## config.mk

```make
export PLATFORM = sky130hd
export DESIGN_NAME = bridge_demux
export DESIGN_NICKNAME = d
export VERILOG_FILES = /design/src/rtl/bridge_pkg.sv /design/src/rtl/bridge_dev_dec.sv /design/src/rtl/bridge_demux.sv
export SDC_FILE = /design/constraint.sdc
export NUM_CORES = 1
export LEC_CHECK = 0
export BUFFER_PORTS_ARGS = -buffer_cell sky130_fd_sc_hd__clkbuf_2
export CELL_PAD_IN_SITES_DETAIL_PLACEMENT = 0
export CELL_PAD_IN_SITES_GLOBAL_PLACEMENT = 1
export CORE_AREA = 2 2 161 163
export DETAILED_ROUTE_END_ITERATION = 10
export DIE_AREA = 0 0 163 165
export GPL_TIMING_DRIVEN = 0
export PLACE_DENSITY = 0.71
export SLEW_MARGIN = 20
export SYNTH_ARGS = -nofsm -noshare
export SYNTH_HDL_FRONTEND = slang
export SYNTH_SLANG_ARGS = --single-unit
```

## constraint.sdc

```tcl
create_clock -name clk -period 5.5 [get_ports clk]
set_clock_uncertainty 0.2 [all_clocks]
set_input_delay 0.55 -clock clk [delete_from_list [all_inputs] [get_ports clk]]
set_output_delay 0.55 -clock clk [all_outputs]
set_load 0.05 [all_outputs]
```

## src/rtl/bridge_pkg.sv

```systemverilog
// bridge_pkg: shared definitions for the CPU-to-peripheral bridge.
//   - FSM state encoding (IDLE/ACCESS/RESP, binary)
//   - device window, device count, slot width
//   - address field positions for device index and word offset
//   - addr_ok(): window and alignment check for one CPU address
`timescale 1ns/1ps
package bridge_pkg;

    localparam int NDEV    = 8;
    localparam int SLOT_W  = 32;
    localparam int IDX_HI  = 6;
    localparam int IDX_LO  = 4;
    localparam int WORD_HI = 3;
    localparam int WORD_LO = 2;

    localparam logic [24:0] WINDOW = 25'h0FE;

    typedef enum logic [1:0] {
        ST_IDLE   = 2'b00,
        ST_ACCESS = 2'b01,
        ST_RESP   = 2'b10
    } state_t;

    // True when the address is inside the device window and word aligned.
    function automatic logic addr_ok(input logic [31:0] a);
        return (a[31:7] == WINDOW) && (a[1:0] == 2'b00);
    endfunction

endpackage

```

## src/rtl/bridge_dev_dec.sv

```systemverilog
// bridge_dev_dec: combinational device decode.
//   idx        in   3    device index
//   dev_rdata  in   256  flat read data, slot i at [32i+31:32i]
//   sel        out  8    one-hot select for idx
//   rdata      out  32   read data of slot idx
`timescale 1ns/1ps
module bridge_dev_dec
    import bridge_pkg::*;
(
    input  logic [2:0]             idx,
    input  logic [NDEV*SLOT_W-1:0] dev_rdata,
    output logic [NDEV-1:0]        sel,
    output logic [SLOT_W-1:0]      rdata
);

    always_comb begin
        sel   = NDEV'(1) << idx;
        rdata = dev_rdata[{idx, 5'b00000} +: SLOT_W];
    end

endmodule

```

## src/rtl/bridge_demux.sv

```systemverilog
// bridge_demux: decodes one CPU load/store onto 8 memory-mapped devices,
// waits for the selected device to acknowledge, and returns a one-cycle
// cpu_ready with registered read data and an error flag.
//   clk, rst_n             clock, async active-low reset
//   cpu_req/we/addr/wdata  CPU request (sampled only in IDLE)
//   cpu_ready/err/rdata    completion pulse, error, load data (RESP only)
//   dev_sel/we/addr/wdata  registered device-side request (ACCESS only)
//   dev_rdata, dev_ready   flat device read data, per-device acknowledge
// Handshake: a request is taken when cpu_req=1 in IDLE; exactly one
// cpu_ready pulse follows; a device transfer completes on the ACCESS cycle
// in which the selected device's dev_ready bit is 1.
`timescale 1ns/1ps
module bridge_demux
    import bridge_pkg::*;
#(
    parameter int unsigned TIMEOUT = 15
) (
    input  logic         clk,
    input  logic         rst_n,
    input  logic         cpu_req,
    input  logic         cpu_we,
    input  logic [31:0]  cpu_addr,
    input  logic [31:0]  cpu_wdata,
    output logic         cpu_ready,
    output logic         cpu_err,
    output logic [31:0]  cpu_rdata,
    output logic [7:0]   dev_sel,
    output logic         dev_we,
    output logic [1:0]   dev_addr,
    output logic [31:0]  dev_wdata,
    input  logic [255:0] dev_rdata,
    input  logic [7:0]   dev_ready
);

    localparam logic [7:0] TIMEOUT_C = 8'(TIMEOUT);

    state_t      state, state_nx;
    logic [7:0]  cnt;
    logic [2:0]  lat_idx;
    logic        lat_we;

    logic [2:0]  dec_idx;
    logic [7:0]  dec_sel;
    logic [31:0] dec_rdata;
    logic        req_ok;
    logic        sel_ready;
    logic        timeout_hit;

    // In IDLE the decoder looks at the incoming address; afterwards it
    // follows the latched index so the request is stable through ACCESS.
    assign dec_idx = (state == ST_IDLE) ? cpu_addr[IDX_HI:IDX_LO] : lat_idx;

    bridge_dev_dec u_dec (
        .idx       (dec_idx),
        .dev_rdata (dev_rdata),
        .sel       (dec_sel),
        .rdata     (dec_rdata)
    );

    assign req_ok      = addr_ok(cpu_addr);
    assign sel_ready   = dev_ready[lat_idx];
    // cnt counts completed ACCESS cycles; cnt+1 is the current one.
    assign timeout_hit = ((cnt + 8'd1) == TIMEOUT_C);

    always_ff @(posedge clk or negedge rst_n) begin
        if (!rst_n) state <= ST_IDLE;
        else        state <= state_nx;
    end

    always_comb begin
        state_nx = state;
        case (state)
            ST_IDLE: begin
                if (cpu_req) state_nx = req_ok ? ST_ACCESS : ST_RESP;
            end
            ST_ACCESS: begin
                if (sel_ready || timeout_hit) state_nx = ST_RESP;
            end
            ST_RESP: state_nx = ST_IDLE;
            default: state_nx = ST_IDLE;
        endcase
    end

    // Output and datapath registers. cpu_* default to 0 every cycle so they
    // are only non-zero during the single RESP cycle.
    always_ff @(posedge clk or negedge rst_n) begin
        if (!rst_n) begin
            cnt       <= '0;
            lat_idx   <= '0;
            lat_we    <= 1'b0;
            cpu_ready <= 1'b0;
            cpu_err   <= 1'b0;
            cpu_rdata <= '0;
            dev_sel   <= '0;
            dev_we    <= 1'b0;
            dev_addr  <= '0;
            dev_wdata <= '0;
        end else begin
            cpu_ready <= 1'b0;
            cpu_err   <= 1'b0;
            cpu_rdata <= '0;
            case (state)
                ST_IDLE: begin
                    cnt <= '0;
                    if (cpu_req) begin
                        lat_idx <= cpu_addr[IDX_HI:IDX_LO];
                        lat_we  <= cpu_we;
                        if (req_ok) begin
                            dev_sel   <= dec_sel;
                            dev_we    <= cpu_we;
                            dev_addr  <= cpu_addr[WORD_HI:WORD_LO];
                            dev_wdata <= cpu_wdata;
                        end else begin
                            // Decode error: answer next cycle, no device touched.
                            cpu_ready <= 1'b1;
                            cpu_err   <= 1'b1;
                        end
                    end
                end
                ST_ACCESS: begin
                    cnt <= cnt + 8'd1;
                    // Ready has priority over a coincident timeout.
                    if (sel_ready || timeout_hit) begin
                        cpu_ready <= 1'b1;
                        cpu_err   <= !sel_ready;
                        cpu_rdata <= (sel_ready && !lat_we) ? dec_rdata : '0;
                        dev_sel   <= '0;
                        dev_we    <= 1'b0;
                        dev_addr  <= '0;
                        dev_wdata <= '0;
                    end
                end
                default: begin
                    cnt <= '0;
                end
            endcase
        end
    end

endmodule

```

# Word-level counts from Yosys, hierarchy flattened
# Index checks and enable logic that the tools add are counted.
# word_totals
register_bits,91
latchBits,0
ram_bits,0
romBits,0
input_bits,332
out_inout_bits,77
word_cells,65
mem_count,0
# classes
addsub,1
mul,0
div,0
magnitude_cmp,1
n_eq_ne,6
shifts,2
mux,33
bitwise_logic,0
n_reduce_logical,11
# ops
operator,count
$shiftx A256 B9 Y32,1
$mux W32,6
$pmux W32 S2,1
$mux W8,4
$eq A25 B8 Y1 const B,1
$pmux W8 S2,1
$mux W2,6
$add A8 B1 Y8 const B,1
$eq A8 B4 Y1 const B,1
$mux W1,8
$pmux W2 S2,2
$shl A1 B3 Y8 const A,1
$ne A2 B2 Y1 const B,3
$pmux W1 S2,3
$logic_not A2 Y1,2
$lt A3 B4 Y1 const B,1
$reduce_and A2 Y1,2
$reduce_and A4 Y1,1
$bmux W1 S3,1
$mux W3,1
$eq A2 B1 Y1 const B,1
$logic_and A1 B1 Y1,2
$logic_not A1 Y1,2
$reduce_bool A2 Y1,1
$logic_or A1 B1 Y1,1

# Depth between registers and ports, before layout
# Gate-level depths: netlist (run 1).
# depth
depth_word,6
mapped_depth,8
mapped_depth_nobuf,6

# By module
# From an unflattened synthesis (run 1), not the netlist that was laid out.
# unflattened
cells_unflattened,597
hier_area_um2,6197.2
# modules_own_cells
module,n_inst,cells_per_inst,area_per_inst_um2,seq_area_each_um2
bridge_demux,1,339,4070.2,2277.2
bridge_dev_dec,1,258,2127.0,0.0

# Worst setup path before layout (run 1)
# Ideal clock, no wire load.
# synth_path
path_kind,register to register
startpoint,reg state[0]
endpoint,reg cpu_rdata[10]
setup_time_ps,119
arrival_time_ps,2220
required_ps,5181
path_slack_ps,2962
stages_incl_launch_ff,6
path_buffers,1
synth_period_minus_slack_ps,2538
cell_sequence,dfrtp_1 nor2_2 mux2i_2 buf_2 mux4_2 o21a_1
# synth_between
elab_chain_cells,6
elab_cells_between_ends,7
classes_between,1 x eq/ne; 1 x shift; 4 x mux; 1 x reduce/logical
# synth_lines
element,line,text
start: declaration,bridge_demux.sv:37,"state_t state, state_nx;"
start signal: assignment,bridge_demux.sv:67,else state <= state_nx;
$logic_not A2 Y1,bridge_demux.sv:51,assign dec_idx = (state == ST_IDLE) ? cpu_addr[IDX_HI:IDX_LO] : lat_idx;
$mux W3,bridge_demux.sv:51,
$shiftx A256 B9 Y32,bridge_dev_dec.sv:18,"rdata = dev_rdata[{idx, 5'b00000} +: SLOT_W];"
$mux W32,bridge_demux.sv:126,cpu_rdata <= (sel_ready && !lat_we) ? dec_rdata : '0;
$mux W32,bridge_demux.sv:123,if (sel_ready || timeout_hit) begin
$mux W32 (*),bridge_demux.sv:102,case (state)
end signal: assignment,bridge_demux.sv:126,
end: declaration,bridge_demux.sv:26,"output logic [31:0] cpu_rdata,"
# Mark *: on every way between the ends. The rest lies on a longest branch, timed or not.
# A chain may end at the register's enable or synchronous reset.

# Worst setup path in the final report (run 1)
# layout_path
startpoint,reg state[0]
endpoint,reg cpu_rdata[6]
# The elaborated chain is that of the path after synthesis.

==> results of run 1 <==
cell usage after synthesis (11+ instances only):
| master | n |
|---|---|
| dfrtp_1 | 91 |
| mux2i_1 | 66 |
| nand3_1 | 50 |
| inv_1 | 44 |
| o211ai_2 | 40 |
| nand2_1 | 39 |
| mux4_2 | 33 |
| a221oi_1 | 32 |
| o21a_1 | 32 |
| clkbuf_1 | 25 |
| buf_2 | 12 |
| nor2_1 | 11 |
critical path, stage by stage (launching register included):
cell,delay (ns)
dfrtp_1,0.42
nor2_2,0.31
mux2i_1,0.32
clkbuf_1,0.51
and2_1,0.21
clkbuf_1,0.26
clkbuf_1,0.48
a221oi_1,0.22
o21a_1,0.16
state kept, by name, indices dropped and copies added (netlist names):
signal,flops
cpu_rdata,32
dev_wdata,32
cnt,8
dev_sel,8
lat_idx,3
dev_addr,2
state,2
cpu_err,1
cpu_ready,1
dev_we,1
lat_we,1
final timing paths:
check                                endpoint  slack [ns]  depth (start not counted)
worst max-delay path             cpu_rdata[6]        2.29                          8
worst min-delay path            dev_wdata[14]        0.21                          3
worst max register to register   cpu_rdata[6]        2.29                          8
worst min register to register         lat_we        0.31                          1
max in group asynchronous             cpu_err        4.02                          3
min in group asynchronous        cpu_rdata[7]        0.46                          2
metal layers:
metal	track usage	up-vias
met5	0	-
met4	0.0595	2
met3	0.0495	22
met2	0.320	267
met1	0.236	2878
li1	-	2904
per-stage QoR:
step | std cells | setup slack [ns] | total power [mW] | instance area [µm²] | hold slack (ns)
finish | 1303 | 2.29 | 1.88 | 8930 | 0.207
global route | 1303 | 2.08 | 1.98 | 8930 | 0.201
CTS | 1300 | 2.17 | 1.92 | 8910 | 0.187
detailed placement | 1283 | 2.20 | 1.24 | 8600 | 0.275
global placement | 1282 | 2.23 | 1.23 | 8560 | 0.291
floorplan | 544 | 2.96 | 1.01 | 6110 | 0.0544
power by group through the flow:
stage	Clock (mW)	Sequential [mW]	Combinational (mW)
after floorplan	0	0.696	0.311
after detailed placement	0	0.694	0.542
final	0.665	0.681	0.536
after global routing	0.718	0.682	0.581
after global placement	0	0.694	0.537
after CTS	0.698	0.681	0.544
cells in the final DEF (no fill, tap or decap), drive strengths merged, types with 2 or more instances in the layout:
cell type,synthesis,final
and2,3,3
nand2,39,39
clkbuf,25,442
nor3b,2,2
nor2,12,12
xor2,4,4
nand4,6,6
mux2i,67,67
ha,2,2
inv,44,48
buf,24,25
o211ai,42,42
o21a,32,32
dfrtp,91,91
mux2,6,6
diode,0,3
nor4,2,2
a21oi,3,3
xnor2,2,2
mux4,34,34
a221oi,32,32
nor4b,2,2
nand3,50,50
or4b,4,4
o21ai,5,5
logic make-up after synthesis:
family | count (synthesis) | share of synthesized area
and+or+nand+nor | 128 | 0.110
AOI/OAI and AO/OA | 117 | 0.182
muxes | 107 | 0.248
buffers and inverters | 93 | 0.0736
DFF | 91 | 0.373
xor gates and xnor gates | 6 | 0.00861
adders and majority gates | 2 | 0.00410
layout make-up:
cell class / count / share of cell area
multi-input combinational: 360 / 0.379
clock buffer: 9 / 0.0252
inverter: 44 / 0.0185
timing repair buffer: 410 / 0.234
tap: 330 / 0.0462
buffer: 49 / 0.0318
antenna: 3 / 0.000841
sequential: 91 / 0.255
clock inverter: 7 / 0.00897
timing repair:
| item | in CTS | in global routing |
|---|---|---|
| hold endpoints to repair | 29 | 0 |
| buffers inserted | 0 | 0 |
| endpoints found under the setup margin | 0 | 0 |
| hold buffers | 1 | 0 |
==> impl_metrics.yaml, run 1 <==
sta:
  finalCritPeriodShare: 0.584
  rsz0062_at_grt: "false"
  tightest_slew_ns: 0.901
  setup_viol: 0
  drv_slew: 0
  finalHoldViolCount: 0
  fmax_mhz: 311
  fin_crit_ns: 3.21
  tns_ns: 0
  slew_headroom: 0.398
drt:
  drt_iter0_drc: 334
  dr.pass1.iters: 4
  drc: 0
  top_layer: "met5"
  wl_met3_mm: 1.88
  routed-via-count: 6073
  met2WireLength_mm: 12.7
  wl_met1_mm: 10.6
  wl_mm: 25.5
  routedWlPerCell_um: 19.6
  routed_via_density: 4.66
  antenna_left: 0
clocking:
  cts_buffers: 9
  clock_path_buffers: 2
  cts_root_buf: "clkbuf_16"
  cts_resized: 0
  path_clk_slew_ns: 0.08
  clock_sinks: 91
  clk_latency_ns: 0.35
  cts_max_level: 3
  cts_tree: "yes"
critical_path:
  path_class: "flip-flop to flip-flop"
  crit_path_max_fanout: 10
  crit_path_start_kind: "flip-flop"
  r2r-start: "state[0]"
  endpoint_kind: "flip-flop"
  setup.worst_path.start: "state[0]"
  worstPathArrival_ns: 3.26
  crit_required_ns: 5.54
place:
  port-buffer-count: 408
  hpwl_mm: 21.3
  place.gp.congestion: 0.887
cells_and_area:
  multi_input_area_um2: 3390
  nNetsFinal: 1299
  nFillCells: 2624
  syn_to_final_growth_pct: 46.2
  layout-drive-gt1-share: 0.546
  regArea_um2: 2280
  final_util: 0.357
pwr:
  pwr-share-clk: 0.353
  ir_drop_mv: 0.140
  seqPwrFrac: 0.362
  p_int_mw: 1.30
  switchingPower_mw: 0.581
  comb_power_share: 0.285
  power_density_nw_per_um2: 211
  p_leak_nw: 4.75
  p_sw_frac: 0.309
yosys:
  synth_largest_area_cell: "dfrtp_1"
  synth_area_leaders: "dfrtp_1 (37%), mux4_2 (12%), mux2i_1 (11%), o211ai_2 (8.2%), a221oi_1 (4.6%)"
  synth_area_per_cell_um2: 11.2
  synthesis.area_um2: 6110
  netlist.area_leader.share: 0.373
  async_flop_share: 1.00
  synth_flop_cell: "dfrtp_1"
  synth_seq_cells: 91
  synthDistinctLibCells: 46
  yosysWarnings: 0
  yosysSeqAreaShare: 0.373
  synth-edff-count: 0
  syn_nets: 878
  syn-instance-count: 544
outcome:
  status: "finished clean"
floorplanning:
  start_util: 0.244
  pin_count: 409
  row_count: 58
  die_x_um: 163
  dieArea_um2: 26900
  coreArea_um2: 25000
  die_h_um: 165
flow_run:
  cap_violations: 0
global_route:
  grt_max_degree: 63
  grt_pass1_vias: 6261
  grt_first_pass_wirelength_mm: 37.7
  grt_overflow: 0
  antenna_found_initial: 4
  groute.usage.overall: 0.189
min_path:
  worstHoldStart: "cpu_wdata[14]"
  hold_class: "input pin to flip-flop"
(Power assumes the default switching activity.)
==> run 2: changes to the inputs <==
--- a/config.mk
+++ b/config.mk
@@ -8,11 +8,11 @@
 export BUFFER_PORTS_ARGS = -buffer_cell sky130_fd_sc_hd__clkbuf_2
 export CELL_PAD_IN_SITES_DETAIL_PLACEMENT = 0
 export CELL_PAD_IN_SITES_GLOBAL_PLACEMENT = 1
-export CORE_AREA = 2 2 161 163
+export CORE_AREA = 2 2 157 159
 export DETAILED_ROUTE_END_ITERATION = 10
-export DIE_AREA = 0 0 163 165
+export DIE_AREA = 0 0 159 161
 export GPL_TIMING_DRIVEN = 0
-export PLACE_DENSITY = 0.71
+export PLACE_DENSITY = 0.74
 export SLEW_MARGIN = 20
 export SYNTH_ARGS = -nofsm -noshare
 export SYNTH_HDL_FRONTEND = slang
==> constraint.sdc (replaced) <==
create_clock -name clk -period 3.2 [get_ports clk]
set_clock_uncertainty 0.2 [all_clocks]
set_input_delay 0.32 -clock clk [delete_from_list [all_inputs] [get_ports clk]]
set_output_delay 0.32 -clock clk [all_outputs]
set_load 0.05 [all_outputs]
==> run 2 against run 1 <==
Net effect:
- critical path depth fell by 1
- non-clock buffer count rose by 33
- register-to-register slack got worse by 2.1 ns
- combinational power rose by 77%
- global-route usage rose by 1.3 points
- critical path type unchanged
- highest routed layer is now met4
==> impl_metrics.yaml, run 2 (same netlist as run 1, synthesis figures left out) <==
outcome:
  status: "finished clean"
global_route:
  busiest_layer: "met2"
  met2_usage: 0.330
  grt_max_degree: 60
  grtUsageMet1: 0.253
  antenna_found_initial: 7
  grt_overflow: 0
  gr-usage-met3: 0.0691
  grt_pass1_vias: 6528
  groute.usage.overall: 0.202
  grt_first_pass_wirelength_mm: 39.1
place:
  place.gp.congestion: 0.844
  placed_area_um2: 8590
  hpwl_mm: 21.5
  port-buffer-count: 408
  place_ws_ns: -0.112
cells_and_area:
  layout_common_cells: "clkbuf_2 (408), dfrtp_1 (91), mux2i_1 (66), nand3_1 (50), inv_1 (44)"
  fin_area_um2: 9280
  nNetsFinal: 1332
  syn_to_final_growth_pct: 51.9
  reg_top3: "cpu_rdata (32), dev_wdata (32)"
  final_common_cell: "clkbuf_2"
  layout-drive-gt1-share: 0.529
  final_util: 0.387
critical_path:
  endpoint_kind: "flip-flop"
  crit_path_start_kind: "flip-flop"
  worstPathArrival_ns: 3.05
  path_class: "flip-flop to flip-flop"
  reg2reg_depth: 7
  crit_path_max_fanout: 10
  crit_required_ns: 3.23
drt:
  routed_via_density: 4.65
  wl_mm: 26.1
  routedWlPerCell_um: 19.5
  drc: 0
  dr.pass1.iters: 4
  routed-via-count: 6201
  antenna_left: 0
  drt_iter0_drc: 241
clocking:
  cts_tree: "yes"
  post_cts_buffers: 0
  cts_buffers: 9
  clock_path_buffers: 2
  clk_latency_ns: 0.35
  clock_sinks: 91
  cts_max_level: 3
  cts_root_buf: "clkbuf_16"
  path_clk_slew_ns: 0.07
sta:
  rsz0062_at_grt: "false"
  tns_ns: 0
  finalHoldViolCount: 0
  fin_crit_ns: 3.02
  setup_viol: 0
  tightest_slew_ns: 0.910
  finalCritPeriodShare: 0.942
  slew_headroom: 0.392
  drv_slew: 0
  fmax_mhz: 332
  finalWorstSetupSlack_ns: 0.185
min_path:
  hold_class: "input pin to flip-flop"
  holdPathStages: 3
floorplanning:
  die_x_um: 159
  start_util: 0.255
  coreArea_um2: 24000
  row_count: 57
  dieArea_um2: 25600
  die_h_um: 161
  pin_count: 409
pwr:
  power_density_nw_per_um2: 355
  power_mw: 3.29
  ir_drop_mv: 0.265
  p_leak_nw: 4.90
flow_run:
  cap_violations: 0
run 2: worst max-delay path: stages (launching register included):
cell      delay [ns]
dfrtp_1         0.40
nor2_2          0.32
mux2i_4         0.63
and2_0          0.20
clkbuf_1        0.30
clkbuf_1        0.49
a221oi_1        0.17
o21a_1          0.16
run 2: path summary, 6_finish.rpt:
kind                            slack [ns]            end  startpoint
worst max-delay path                  0.18  cpu_rdata[10]    state[0]
worst min-delay path                  0.02         dev_we      cpu_we
worst max register to register        0.18  cpu_rdata[10]    state[0]
worst min register to register        0.31         lat_we      lat_we
max in group asynchronous             1.97        cpu_err       rst_n
min in group asynchronous             0.22   cpu_rdata[5]       rst_n
run 2: metrics by stage:
| stage | cells | hold WS (ns) |
|---|---|---|
| 6_report | 1334 | 0.0231 |
| 5_1_grt | 1330 | 0.0132 |
| 4_1_cts | 1326 | 0.00133 |
| 3_5_place_dp | 1277 | 0.0412 |
| 3_3_place_gp | 1276 | 0.292 |
| 2_1_floorplan | 544 | -0.176 |
run 2: timing repair:
item | in CTS | in global routing
hold buffers | 33 | 1
endpoints found under the setup margin | 24 | 0
resized for setup | 2 | 0
hold endpoints to repair | 64 | 1
run 2: layout make-up:
| type | count | area, µm² |
|---|---|---|
| clock inverter | 7 | 95.1 |
| timing repair buffer | 443 | 2420 |
| inverter | 44 | 165 |
| sequential | 91 | 2280 |
| buffer | 49 | 285 |
| tap | 324 | 405 |
| clock buffer | 9 | 225 |
| multi-input combinational | 360 | 3390 |
| antenna | 7 | 17.5 |
| fill | 2477 | 14700 |
run 2: power breakdown:
group	switching (mW)	internal [mW]	leakage (nW)
clock	0.536	0.630	0.157
combinational	0.467	0.484	3.71
sequential	0.0137	1.16	1.03
total	1.02	2.27	4.90
run 2: per-layer routing:
metal	routed length (µm)	up-vias
met5	0	-
met4	503	0
met3	2090	35
met2	12400	273
met1	11100	2921
li1	-	2972
==> run 3: changes to the inputs <==
--- a/config.mk
+++ b/config.mk
@@ -5,15 +5,16 @@
 export SDC_FILE = /design/constraint.sdc
 export NUM_CORES = 1
 export LEC_CHECK = 0
+export ABC_AREA = 1
 export BUFFER_PORTS_ARGS = -buffer_cell sky130_fd_sc_hd__clkbuf_2
 export CELL_PAD_IN_SITES_DETAIL_PLACEMENT = 0
 export CELL_PAD_IN_SITES_GLOBAL_PLACEMENT = 1
-export CORE_AREA = 2 2 157 159
+export CORE_AREA = 2 2 160 162
 export DETAILED_ROUTE_END_ITERATION = 10
-export DIE_AREA = 0 0 159 161
+export DIE_AREA = 0 0 162 164
 export GPL_TIMING_DRIVEN = 0
-export PLACE_DENSITY = 0.74
-export SLEW_MARGIN = 20
+export PLACE_DENSITY = 0.8
+export SLEW_MARGIN = 30
 export SYNTH_ARGS = -nofsm -noshare
 export SYNTH_HDL_FRONTEND = slang
 export SYNTH_SLANG_ARGS = --single-unit
==> run 3 against run 2 <==
Net effect:
- core utilization decreased by 1.1 points
- register-to-register slack improved by 0.40 ns
- design area is 0.61% higher
- critical path depth increased by 2
- wire length grew 3.0%
- sequential power about the same
- maximum frequency rose by 15%
- synthesized area is 1.5% higher
- synthesized cell count increased by 92%
- flip-flop and latch count unchanged
- clock power is 4% lower
==> impl_metrics.yaml, run 3 <==
outcome:
  status: "finished clean"
critical_path:
  crit_top_cell: "nand2_1"
  worstPathArrival_ns: 2.66
  critical_path.cell_chain: "nor2_4 -> o21ai_1 -> nor2_1 -> clkbuf_1 -> nand2_1 -> nand4_1 -> nand2_1 -> nand2_1 -> nor2_1"
  path_class: "flip-flop to flip-flop"
  reg2reg_to: "cpu_rdata[23]"
  r2r-start: "state[1]"
  critPathSlowestCell: "clkbuf_1"
  max_stage_delay_ns: 0.50
  r2r_slack_ns: 0.58
  crit_required_ns: 3.24
  reg2reg_depth: 9
  endpoint_kind: "flip-flop"
  crit_path_start_kind: "flip-flop"
  crit_path_max_fanout: 10
yosys:
  yosysWarnings: 0
  syn-instance-count: 1045
  synth_largest_area_cell: "dfrtp_1"
  synth_seq_cells: 91
  synth_flop_cell: "dfrtp_1"
  synth_common_cells: "nand2_1 (372), nor2_1 (261), inv_1 (159), dfrtp_1 (91), nand4_1 (41)"
  netlist.area_leader.share: 0.367
  async_flop_share: 1.00
  synthDistinctLibCells: 27
  syn_nets: 1379
  synth_area_per_cell_um2: 5.93
  synthesis.area_um2: 6200
  synth_area_leaders: "dfrtp_1 (37%), nand2_1 (23%), nor2_1 (16%), inv_1 (9.6%), nand4_1 (4.1%)"
  yosysMostFrequentCell: "nand2_1"
  synth-edff-count: 0
  yosysSeqAreaShare: 0.367
place:
  hpwl_mm: 21.4
  placed_area_um2: 8690
  port-buffer-count: 408
  place.gp.congestion: 0.862
  dp.cells: 1784
clocking:
  cts_buffers: 9
  post_cts_buffers: 0
  clock_path_buffers: 2
  clock_sinks: 91
  cts_resized: 0
  clk_latency_ns: 0.35
  cts_tree: "yes"
  cts_max_level: 3
  path_clk_slew_ns: 0.07
  cts_root_buf: "clkbuf_16"
pwr:
  power_mw: 3.13
  ir_drop_mv: 0.201
  power_density_nw_per_um2: 336
  p_leak_nw: 5.74
cells_and_area:
  final_util: 0.376
  layout-drive-gt1-share: 0.313
  reg_top3: "cpu_rdata (32), dev_wdata (32)"
  stdcell_count: 1836
  nFillCells: 2841
  fin_area_um2: 9330
  layout_common_cells: "clkbuf_2 (407), nand2_1 (372), nor2_1 (261), inv_1 (159), dfrtp_1 (91)"
  syn_to_final_growth_pct: 50.6
  final_common_cell: "clkbuf_2"
  nNetsFinal: 1833
floorplanning:
  die_x_um: 162
  row_count: 58
  coreArea_um2: 24800
  start_util: 0.250
  dieArea_um2: 26600
  pin_count: 409
  die_h_um: 164
sta:
  rsz0062_at_grt: "false"
  fin_crit_ns: 2.62
  tightest_slew_ns: 0.747
  drv_slew: 0
  finalHoldViolCount: 0
  finalCritPeriodShare: 0.819
  tns_ns: 0
  slew_headroom: 0.502
  setup_viol: 0
  fmax_mhz: 382
drt:
  drc: 0
  antenna_left: 0
  routed-via-count: 7727
  routed_via_density: 4.21
  dr.pass1.iters: 5
  wl_mm: 26.8
  drt_iter0_drc: 443
  routedWlPerCell_um: 14.6
min_path:
  holdPathStages: 3
  hold_class: "input pin to flip-flop"
  min_to: "dev_wdata[0]"
  worstHoldStart: "cpu_wdata[0]"
flow_run:
  cap_violations: 0
global_route:
  grt_pass1_vias: 7688
  grt_overflow: 0
  antenna_found_initial: 2
  grt_max_degree: 48
  grt_first_pass_wirelength_mm: 40.4
  groute.usage.overall: 0.198
[run 3: power breakdown]
group	switching, mW	internal [mW]
sequential	0.0102	1.16
clock	0.502	0.615
combinational	0.503	0.345
[run 3: how the worst max path moves through the flow]
stage	start	end	slack, ns	cells after the start
3_3_place_gp	rst_n	cpu_rdata[13]	0.29	1
6_report	state[1]	cpu_rdata[23]	0.58	9
2_1_floorplan	cnt[0]	dev_addr[1]	1.29	12
4_1_cts	state[1]	cpu_rdata[23]	0.52	9
3_5_place_dp	state[1]	cpu_rdata[23]	0.58	9
5_1_grt	state[1]	cpu_rdata[23]	0.31	9
[run 3: area by class of cell]
| type | instances | area [µm²] | area share |
|---|---|---|---|
| multi-input cells | 747 | 3090 | 0.331 |
| repair buffers | 443 | 2420 | 0.259 |
| flip-flops and latches | 91 | 2280 | 0.244 |
| inverters | 167 | 627 | 0.0672 |
| well taps | 330 | 413 | 0.0442 |
| clock buffers | 10 | 229 | 0.0245 |
| plain buffers | 40 | 208 | 0.0223 |
| clock inverters | 6 | 71.3 | 0.00764 |
| diodes | 2 | 5.00 | 0.000536 |
[run 3: metrics by stage]
| step | setup slack (ns) | hold WS (ns) |
|---|---|---|
| 2_1_floorplan | 1.29 | -0.176 |
| 3_3_place_gp | 0.294 | 0.254 |
| 3_5_place_dp | 0.584 | 0.0970 |
| 4_1_cts | 0.520 | 0.00117 |
| 5_1_grt | 0.306 | 0.0102 |
| 6_report | 0.580 | 0.00685 |
[run 3: what timing repair did]
| action | in CTS | in global routing |
|---|---|---|
| endpoints found under the hold margin | 76 | 1 |
| setup endpoints to repair | 0 | 0 |
| hold buffers | 33 | 1 |
[run 3: metal layers]
layer | up-vias | share of wire | track usage
li1 | 4009 | - | -
met1 | 3408 | 0.40 | 0.228
met2 | 284 | 0.51 | 0.365
met3 | 24 | 0.076 | 0.0500
met4 | 2 | 0.014 | 0.0483
met5 | - | 0.00030 | 0
[run 3: critical path, delay by kind of cell, from the launching register on]
kind                   cells  cell delay, ns
AOI/OAI and AO/OA          1            0.14
buffers and inverters      1            0.50
DFF                        1            0.44
and+or+nand+nor            7            1.22
[run 3: kinds of logic (layout without fill, tap and decap cells)]
family / Yosys count / count (layout) / synth area share
flip-flops: 91 / 91 / 0.367
other: 0 / 2 / 0
AND/OR/NAND/NOR: 694 / 694 / 0.449
AO/OA/AOI/OAI: 50 / 50 / 0.0432
buffers and inverters: 207 / 666 / 0.135
multiplexers: 1 / 1 / 0.00182
adder cells (fa/ha/maj): 2 / 2 / 0.00404
